### src/rtl/instr_mem_bank_mux.sv
// Instruction-memory front end: decodes one req/gnt/rvalid port onto NUM_BANKS banks,
// with an optional read-only boot ROM in bank 0 and extra response wait states for slow banks.
module instr_mem_bank_mux #(
  parameter int                   NUM_BANKS       = 4,
  parameter int                   BANK_ADDR_WIDTH = 13,
  parameter int                   ADDR_WIDTH      = BANK_ADDR_WIDTH + $clog2(NUM_BANKS),
  parameter int                   DATA_WIDTH      = 32,
  parameter bit                   ROM_BANK_EN     = 1'b1,
  parameter logic [NUM_BANKS-1:0] SLOW_BANK_MASK  = {{(NUM_BANKS-1){1'b0}}, 1'b1},
  parameter int                   WAIT_CYCLES     = 2
) (
  input  logic                            clk,
  input  logic                            rst_n,
  input  logic                            req_i,
  output logic                            gnt_o,
  input  logic [ADDR_WIDTH-1:0]           addr_i,
  input  logic                            we_i,
  input  logic [DATA_WIDTH/8-1:0]         be_i,
  input  logic [DATA_WIDTH-1:0]           wdata_i,
  output logic                            rvalid_o,
  output logic [DATA_WIDTH-1:0]           rdata_o,
  output logic                            err_o,
  output logic [NUM_BANKS-1:0]            bank_en_o,
  output logic [BANK_ADDR_WIDTH-1:0]      bank_addr_o,
  output logic                            bank_we_o,
  output logic [DATA_WIDTH/8-1:0]         bank_be_o,
  output logic [DATA_WIDTH-1:0]           bank_wdata_o,
  input  logic [NUM_BANKS*DATA_WIDTH-1:0] bank_rdata_i
);

  localparam int SEL_W     = ADDR_WIDTH - BANK_ADDR_WIDTH;
  localparam int NUM_SLOTS = 1 << SEL_W;
  localparam int CNT_W     = (WAIT_CYCLES > 0) ? $clog2(WAIT_CYCLES + 1) : 1;

  typedef enum logic [1:0] {IDLE, RSP, WAIT} state_t;

  state_t                 state;
  logic [SEL_W-1:0]       sel, sel_q;
  logic                   we_q, err_q, slow_q;
  logic [CNT_W-1:0]       cnt;
  logic [DATA_WIDTH-1:0]  hold_q;
  logic                   rvalid_q, err_r;

  logic [NUM_BANKS-1:0]   bank_hit;
  logic                   sel_ok, rom_wr, err, slow, hs;

  // Read data padded to the full decode range so an out-of-range sel_q reads zero.
  logic [DATA_WIDTH-1:0]  bank_rdata [NUM_SLOTS];

  assign sel = addr_i[ADDR_WIDTH-1:BANK_ADDR_WIDTH];

  genvar gi;
  generate
    for (gi = 0; gi < NUM_BANKS; gi++) begin : g_hit
      assign bank_hit[gi] = (sel == SEL_W'(gi));
    end
    for (gi = 0; gi < NUM_SLOTS; gi++) begin : g_rdata
      if (gi < NUM_BANKS) begin : g_real
        assign bank_rdata[gi] = bank_rdata_i[gi*DATA_WIDTH +: DATA_WIDTH];
      end else begin : g_pad
        assign bank_rdata[gi] = '0;
      end
    end
  endgenerate

  assign sel_ok = |bank_hit;
  assign rom_wr = ROM_BANK_EN && bank_hit[0] && we_i;
  assign err    = ~sel_ok | rom_wr;
  assign slow   = (|(bank_hit & SLOW_BANK_MASK)) && (WAIT_CYCLES > 0) && ~err && ~we_i;

  assign gnt_o = req_i & (state != WAIT);
  assign hs    = req_i & gnt_o;

  assign bank_en_o    = (hs && !err) ? bank_hit : '0;
  assign bank_addr_o  = addr_i[BANK_ADDR_WIDTH-1:0];
  assign bank_we_o    = we_i;
  assign bank_be_o    = be_i;
  assign bank_wdata_o = wdata_i;

  assign rvalid_o = rvalid_q;
  assign err_o    = err_r;

  // Only legal reads return data; slow banks return the value captured in the first WAIT cycle.
  always_comb begin
    rdata_o = '0;
    if (rvalid_q && !we_q && !err_q) begin
      rdata_o = slow_q ? hold_q : bank_rdata[sel_q];
    end
  end

  always_ff @(posedge clk or negedge rst_n) begin
    if (!rst_n) begin
      state    <= IDLE;
      sel_q    <= '0;
      we_q     <= 1'b0;
      err_q    <= 1'b0;
      slow_q   <= 1'b0;
      cnt      <= '0;
      hold_q   <= '0;
      rvalid_q <= 1'b0;
      err_r    <= 1'b0;
    end else begin
      case (state)
        IDLE, RSP: begin
          rvalid_q <= hs & ~slow;
          err_r    <= hs & ~slow & err;
          if (hs) begin
            sel_q  <= sel;
            we_q   <= we_i;
            err_q  <= err;
            slow_q <= slow;
            if (slow) begin
              state <= WAIT;
              cnt   <= CNT_W'(WAIT_CYCLES);
            end else begin
              state <= RSP;
            end
          end else begin
            state <= IDLE;
          end
        end
        WAIT: begin
          if (cnt == CNT_W'(WAIT_CYCLES)) begin
            hold_q <= bank_rdata[sel_q];
          end
          cnt      <= cnt - CNT_W'(1);
          rvalid_q <= (cnt == CNT_W'(1));
          err_r    <= 1'b0;
          if (cnt == CNT_W'(1)) begin
            state <= RSP;
          end
        end
        default: begin
          state    <= IDLE;
          rvalid_q <= 1'b0;
          err_r    <= 1'b0;
        end
      endcase
    end
  end

endmodule

### config.mk
export PLATFORM = sky130hd
export DESIGN_NAME = instr_mem_bank_mux
export DESIGN_NICKNAME = d
export VERILOG_FILES = /design/src/rtl/instr_mem_bank_mux.sv
export SDC_FILE = /design/constraint.sdc
export NUM_CORES = 1
export LEC_CHECK = 0
export ABC_AREA = 1
export BUFFER_PORTS_ARGS = -buffer_cell sky130_fd_sc_hd__buf_2
export CAP_MARGIN = 40
export CORE_AREA = 2 2 107 109
export CTS_CLUSTER_SIZE = 28
export DETAILED_ROUTE_END_ITERATION = 8
export DIE_AREA = 0 0 109 111
export PLACE_DENSITY = 0.77
export SETUP_SLACK_MARGIN = 0.5
export SYNTH_ARGS = -nofsm -noshare
export SYNTH_HDL_FRONTEND = slang
export SYNTH_SLANG_ARGS = --single-unit
### constraint.sdc
create_clock -name clk -period 2.1 [get_ports clk]
set_input_delay 0.42 -clock clk [delete_from_list [all_inputs] [get_ports clk]]
set_output_delay 0.42 -clock clk [all_outputs]
set_load 0.1 [all_outputs]
==> results.cfg, run 1 <==
[final_layout]
fillers = 953
multi_input_area_mm2 = 0.00270
final_layout_size_suffix_gt1_frac = 0.625
final_cells = 825
antenna_cells = 0
seqCellArea_mm2 = 0.00108
nets = 866
areaGrowthSynthToFinish_pct = 86.9

[timing]
tightest_slew_ns = 0.553
clock_skew_ns = 0.00223
finalCritPeriodShare = 1.00
final.setup.worst_slack_ns = -0.00168
fin_crit_ns = 2.10
fin_hold_ws_ns = 0.123
rsz0062_at_grt = yes
hold_viol_final = 0
setup_violations = 1
fmaxAchievable_mhz = 476
maxSlewViolCount = 0
max_slew_margin = 0.632

[critical_path]
cpPeakStageDelay_ns = 0.49
cp_top_family = buffers and inverters
cp_data_required_time_ns = 1.68
critPathMaxFanout = 8
crit_type = register to output pin
path_cells = clkinv_8 -> clkbuf_16 -> nand2_1 -> nand3_2 -> nand2_2 -> a21oi_4 -> buf_12
crit_buf_inv = 3
cp-end-kind = output pin
worstPathArrival_ns = 1.68
start_kind = register
slowest_stage = dfrtp_2

[placement]
dp_hpwl_mm = 7.61
gp_congestion = 0.764
place_inst = 778
portBuffers = 173

[logic_synthesis]
synth_xor_area_frac = 0
yosysWarnings = 0
synth_top_family_by_area = simple AND/OR/NAND/NOR gates
ys_ff_latch = 43
ys_types = 19
synth_simple_gate_area_share = 0.345
synth-compound-area-share = 0.152
yosysTopAreaCellShare = 0.315
synth_fa_ha_area_frac = 0.00732
synthTopCellsByArea = dfrtp_1, nand2_1, buf_4
synth.net_count = 718
yosys.area.top_type = dfrtp_1
syn_inst = 533
syn_avg_cell_area_um2 = 6.42
synth_area_mm2 = 0.00342
synthMuxAreaShare = 0
yosysSeqAreaShare = 0.315

[clock_tree]
cts_tree = built
h-tree-depth = 2
cts_buffers = 5
clock_sinks = 43
root_buffer = clkbuf_16
clk_pin_slew_ns = 0.06
holdBufCountCts = 0
insertion_delay_ns = 0.28
cts_buffer_depth = 2

[route]
firstDrtPassIters = 4
vias_per_cell = 4.95
antenna_left = 0
wirelength_mm = 13.1
wl_met3_um = 819
drc = 0
wl_met2_mm = 6.49
drt_iter0_drc = 150
num_vias = 4082
topRoutingLayerUsed = met4
routedWlPerCell_um = 15.8
wl_met1_mm = 5.62

[global_route]
grt_max_degree = 35
gr-usage-all-layers = 0.187
grt_pass1_wl_mm = 18.1
antenna_found_initial = 0
grt_overflow = 0
grt_pass1_vias = 3787

[worst_hold_path]
hold_class = input port to async pin

[power_and_ir_drop]
vdd.ir_drop.worst_v = 0.000444
p_per_area_mw_per_mm2 = 899
p_leak_nw = 2.98

[die]
placementRows = 39
die_area_mm2 = 0.0121
core_area_mm2 = 0.0111
initial_utilization = 0.309
ios = 272
fp.dieH_um = 111
die_w_um = 109

[status]
status = complete, but fails checks
violations = negative setup slack

[run]
cap_violations = 0
[cell usage after synthesis (all sizes together)]
library cell and instances:
nor2 5, dfrtp 43, nand3 67, ha 2
buf 73, nor3 3, a21oi 32, inv 13
o21ai 72, nand2 209, clkbuf 13, nand3b 1
[cell usage in the layout (no fill, tap or decap), types with 3 or more instances in the layout]
cell type   instances
buf_2             136
nand2_1           128
nand2_2            68
o21ai_1            51
nand3_2            50
buf_12             46
dfrtp_1            41
a21oi_4            32
buf_4              31
nand3_1            17
nand2_4            12
clkbuf_16          12
o21ai_2            11
o21ai_0             9
inv_1               5
clkinvlp_4          4
buf_16              4
nor2_4              3
nor3_4              3
[worst paths after layout]
path                                  from  cells after the start  slack [ns]          end
worst max-delay path              sel_q[0]                      7      -0.002  rdata_o[16]
worst max register to register    state[1]                      9        0.66   hold_q[21]
worst min register to register  hold_q[11]                      2        0.49   hold_q[11]
min in group clk                      we_i                      3        0.44        err_o
max in group asynchronous            rst_n                      2        1.45     rvalid_o
worst min-delay path                 rst_n                      1        0.12    hold_q[4]
[routing by layer]
layer / up-vias / global-route usage
met1: 1950 / 0.235
met3: 15 / 0.0476
met4: 0 / 0.0410
li1: 1988 / -
met2: 129 / 0.318
met5: - / 0
[kinds of logic (layout without fill, tap and decap cells)]
kind of cell | count (synthesis) | in the layout
flip-flops | 43 | 43
adder cells (fa/ha/maj) | 2 | 2
AND/OR/NAND/NOR | 285 | 285
buffers and inverters | 99 | 248
AO/OA/AOI/OAI | 104 | 104
[timing repair]
action,in CTS,in global routing
gates resized for setup,108,88
setup endpoints to repair,37,37
pin swaps,4,32
setup buffers,4,25
gates cloned,2,8
[worst register-to-register path, cell delays in order (launching register included)]
cell and delay (ns):
dfrtp_1 0.37, inv_2 0.07, nor2_4 0.05, buf_4 0.12
buf_4 0.12, buf_4 0.14, nand2_2 0.08, buf_6 0.24
nand2_1 0.09, o21ai_1 0.09
[final cells by class]
type                       count  share of cell area
timing repair buffer         227               0.338
tap                          143              0.0280
sequential                    43               0.169
multi-input combinational    391               0.423
clock inverter                 3              0.0106
clock buffer                   5              0.0196
inverter                      13              0.0121
[registers in the layout, summed over array words and instances (netlist names)]
name      count
slow_q        1
err_q         1
hold_q       32
cnt           2
sel_q         2
state         2
rvalid_o      1
err_o         1
we_q          1
[per-stage QoR]
stage               total power [mW]  TNS (ns)  area (µm²)  setup slack [ns]  utilization
global route                    6.10    -0.792        6390           -0.0750        0.577
CTS                             5.33         0        5630            0.0207        0.508
detailed placement              4.05         0        4990             0.264        0.450
floorplan                       3.69         0        3890            0.0345            -
finish                          5.74  -0.00168        6390          -0.00168        0.577
global placement                4.00         0        4990             0.270        0.450
[power by group]
group / switching, mW / leakage, nW / internal, mW
clock network: 0.318 / 0.0900 / 0.681
logic: 2.02 / 2.38 / 1.30
registers: 0.229 / 0.511 / 1.19
total: 2.57 / 2.98 / 3.17
No activity file was read; power rests on OpenSTA's default activity.
==> run 2, diff against run 1 <==
--- a/config.mk
+++ b/config.mk
@@ -6,7 +6,7 @@
 export NUM_CORES = 1
 export LEC_CHECK = 0
 export ABC_AREA = 1
-export BUFFER_PORTS_ARGS = -buffer_cell sky130_fd_sc_hd__buf_2
+export BUFFER_PORTS_ARGS = -buffer_cell sky130_fd_sc_hd__buf_4
 export CAP_MARGIN = 40
 export CORE_AREA = 2 2 107 109
 export CTS_CLUSTER_SIZE = 28
==> run 2 against run 1 <==
  * The flow now finishes without violations
  * Sequential power about the same
  * Setup slack better by 0.021 ns
  * Clock-buffer cell count unchanged
  * First-iteration DRC count up 32%
==> results.cfg, run 2 (same netlist as run 1, synthesis figures left out) <==
[status]
status = finished, final reports clean

[critical_path]
critPathMaxFanout = 17
start_kind = register
reg2reg_slack_ns = 0.67
slowest_stage = dfrtp_2
reg2reg_from = state[1]
crit_buf_inv = 3
r2r-end = hold_q[15]
startpoint = sel_q[0]
path_depth = 7
cp-end-kind = output pin
cp_top_family = buffers and inverters
crit_type = register to output pin
crit_end = rdata_o[17]
path_cells = clkinv_4 -> buf_12 -> nand2_1 -> nand3_2 -> nand2_2 -> a21oi_4 -> buf_12
worstPathArrival_ns = 1.66
cpPeakStageDelay_ns = 0.47
cp_data_required_time_ns = 1.68
reg2reg_depth = 7
crit_top_cell = buf_12

[route]
vias_per_cell = 5.01
drt_iter0_drc = 198
wirelength_mm = 12.7
routedWlPerCell_um = 15.8
firstDrtPassIters = 4
num_vias = 4009
antenna_left = 0
drc = 0

[worst_hold_path]
hold_class = input port to async pin

[timing]
final.setup.worst_slack_ns = 0.0193
hold_viol_final = 0
clock_skew_ns = 0.0123
setup_tns_ns = 0
finalCritPeriodShare = 0.991
rsz0062_at_grt = yes
fmaxAchievable_mhz = 481
max_slew_margin = 0.615
setup_violations = 0
tightest_slew_ns = 0.577
fin_crit_ns = 2.08
maxSlewViolCount = 0

[global_route]
grt_pass1_wl_mm = 18.5
grt_pass1_vias = 3778
grt_overflow = 0
antenna_found_initial = 0
gr-usage-all-layers = 0.190
grt_max_degree = 66

[die]
core_area_mm2 = 0.0111
initial_utilization = 0.309
ios = 272
fp.dieH_um = 111
placementRows = 39
die_area_mm2 = 0.0121
die_w_um = 109

[power_and_ir_drop]
p_leak_nw = 2.79
vdd.ir_drop.worst_v = 0.000455
p_comb_frac = 0.577
netSwitchingPower_mw = 2.52
netSwitchingFraction = 0.471
p_per_area_mw_per_mm2 = 877
pwr-share-seq = 0.270
pwr-share-clk = 0.153
internal_power_mw = 2.84
power_mw = 5.36

[clock_tree]
root_buffer = clkbuf_16
clk_pin_slew_ns = 0.07
cts_buffer_depth = 2
clock_sinks = 43
insertion_delay_ns = 0.29
h-tree-depth = 2
cts_buffers = 5
cts_tree = built

[final_layout]
final_layout_size_suffix_gt1_frac = 0.505
fillers = 1016
finalInstanceArea_mm2 = 0.00611
largest-register = hold_q
nets = 841
areaGrowthSynthToFinish_pct = 78.7
antenna_cells = 0
final_cells = 800
most-common-layout-cells = nand2_1, buf_4, nand3_1
largest_reg_flops = 32
final_common_cell = nand2_1

[placement]
placed_area_mm2 = 0.00494
pre_cts_ws_ns = 0.214
dp_hpwl_mm = 7.41
place_inst = 777
gp_congestion = 0.779
portBuffers = 173

[run]
cap_violations = 0
==> run 2: cell count changes in the layout (fill, tap and decap cells not counted), moves of 3 or more <==
cell,delta
buf_2,-136
buf_4,+118
nand2_1,+41
nand3_1,+32
nand3_2,-32
nand2_2,-30
nand2_4,-11
o21ai_4,+6
clkbuf_16,-4
o21ai_1,-4
inv_6,+3
==> run 2: layout make-up <==
class | instances | area (µm²) | area share
Multi-Input combinational cell | 391 | 2440 | 0.400
Timing Repair Buffer | 202 | 2180 | 0.357
Sequential cell | 43 | 1080 | 0.177
Tap cell | 143 | 179 | 0.0293
Clock buffer | 5 | 125 | 0.0205
Inverter | 13 | 70.1 | 0.0115
Clock inverter | 3 | 26.3 | 0.00430
==> run 2: per-layer routing <==
layer / vias up / track usage / part of all wire
li1: 1938 / - / -
met1: 1912 / 0.232 / 0.42
met2: 145 / 0.317 / 0.50
met3: 14 / 0.0600 / 0.069
met4: 0 / 0.0521 / 0.0081
met5: - / 0 / 0
==> run 2: repair_timing <==
item,4_1_cts,5_1_grt
hold buffers,0,0
buffers inserted,6,5
gates cloned,1,3
setup endpoints to repair,37,37
gates resized for setup,155,49
pin swaps,4,6
==> run 2: worst min-delay path by stage <==
| stage | start | to | cells after the start |
|---|---|---|---|
| 5_1_grt | rst_n | hold_q[7] | 1 |
| 3_5_place_dp | rst_n | hold_q[4] | 1 |
| 3_3_place_gp | rst_n | hold_q[4] | 1 |
| 6_report | rst_n | hold_q[7] | 1 |
| 2_1_floorplan | rst_n | cnt[0] | 0 |
| 4_1_cts | rst_n | hold_q[4] | 1 |
==> run 2: metrics by stage <==
step	hold WS, ns	util
after global placement	0.451	0.446
final	0.126	0.552
after global routing	0.168	0.552
after CTS	0.140	0.522
after detailed placement	0.453	0.446
after floorplan	0.124	-
==> run 2: power groups by stage <==
stage	Clock, mW	Sequential (mW)	Combinational (mW)
floorplan	0	1.37	2.32
global placement	0	1.40	2.46
detailed placement	0	1.40	2.49
CTS	0.840	1.42	2.89
global route	0.879	1.49	3.30
finish	0.820	1.45	3.09
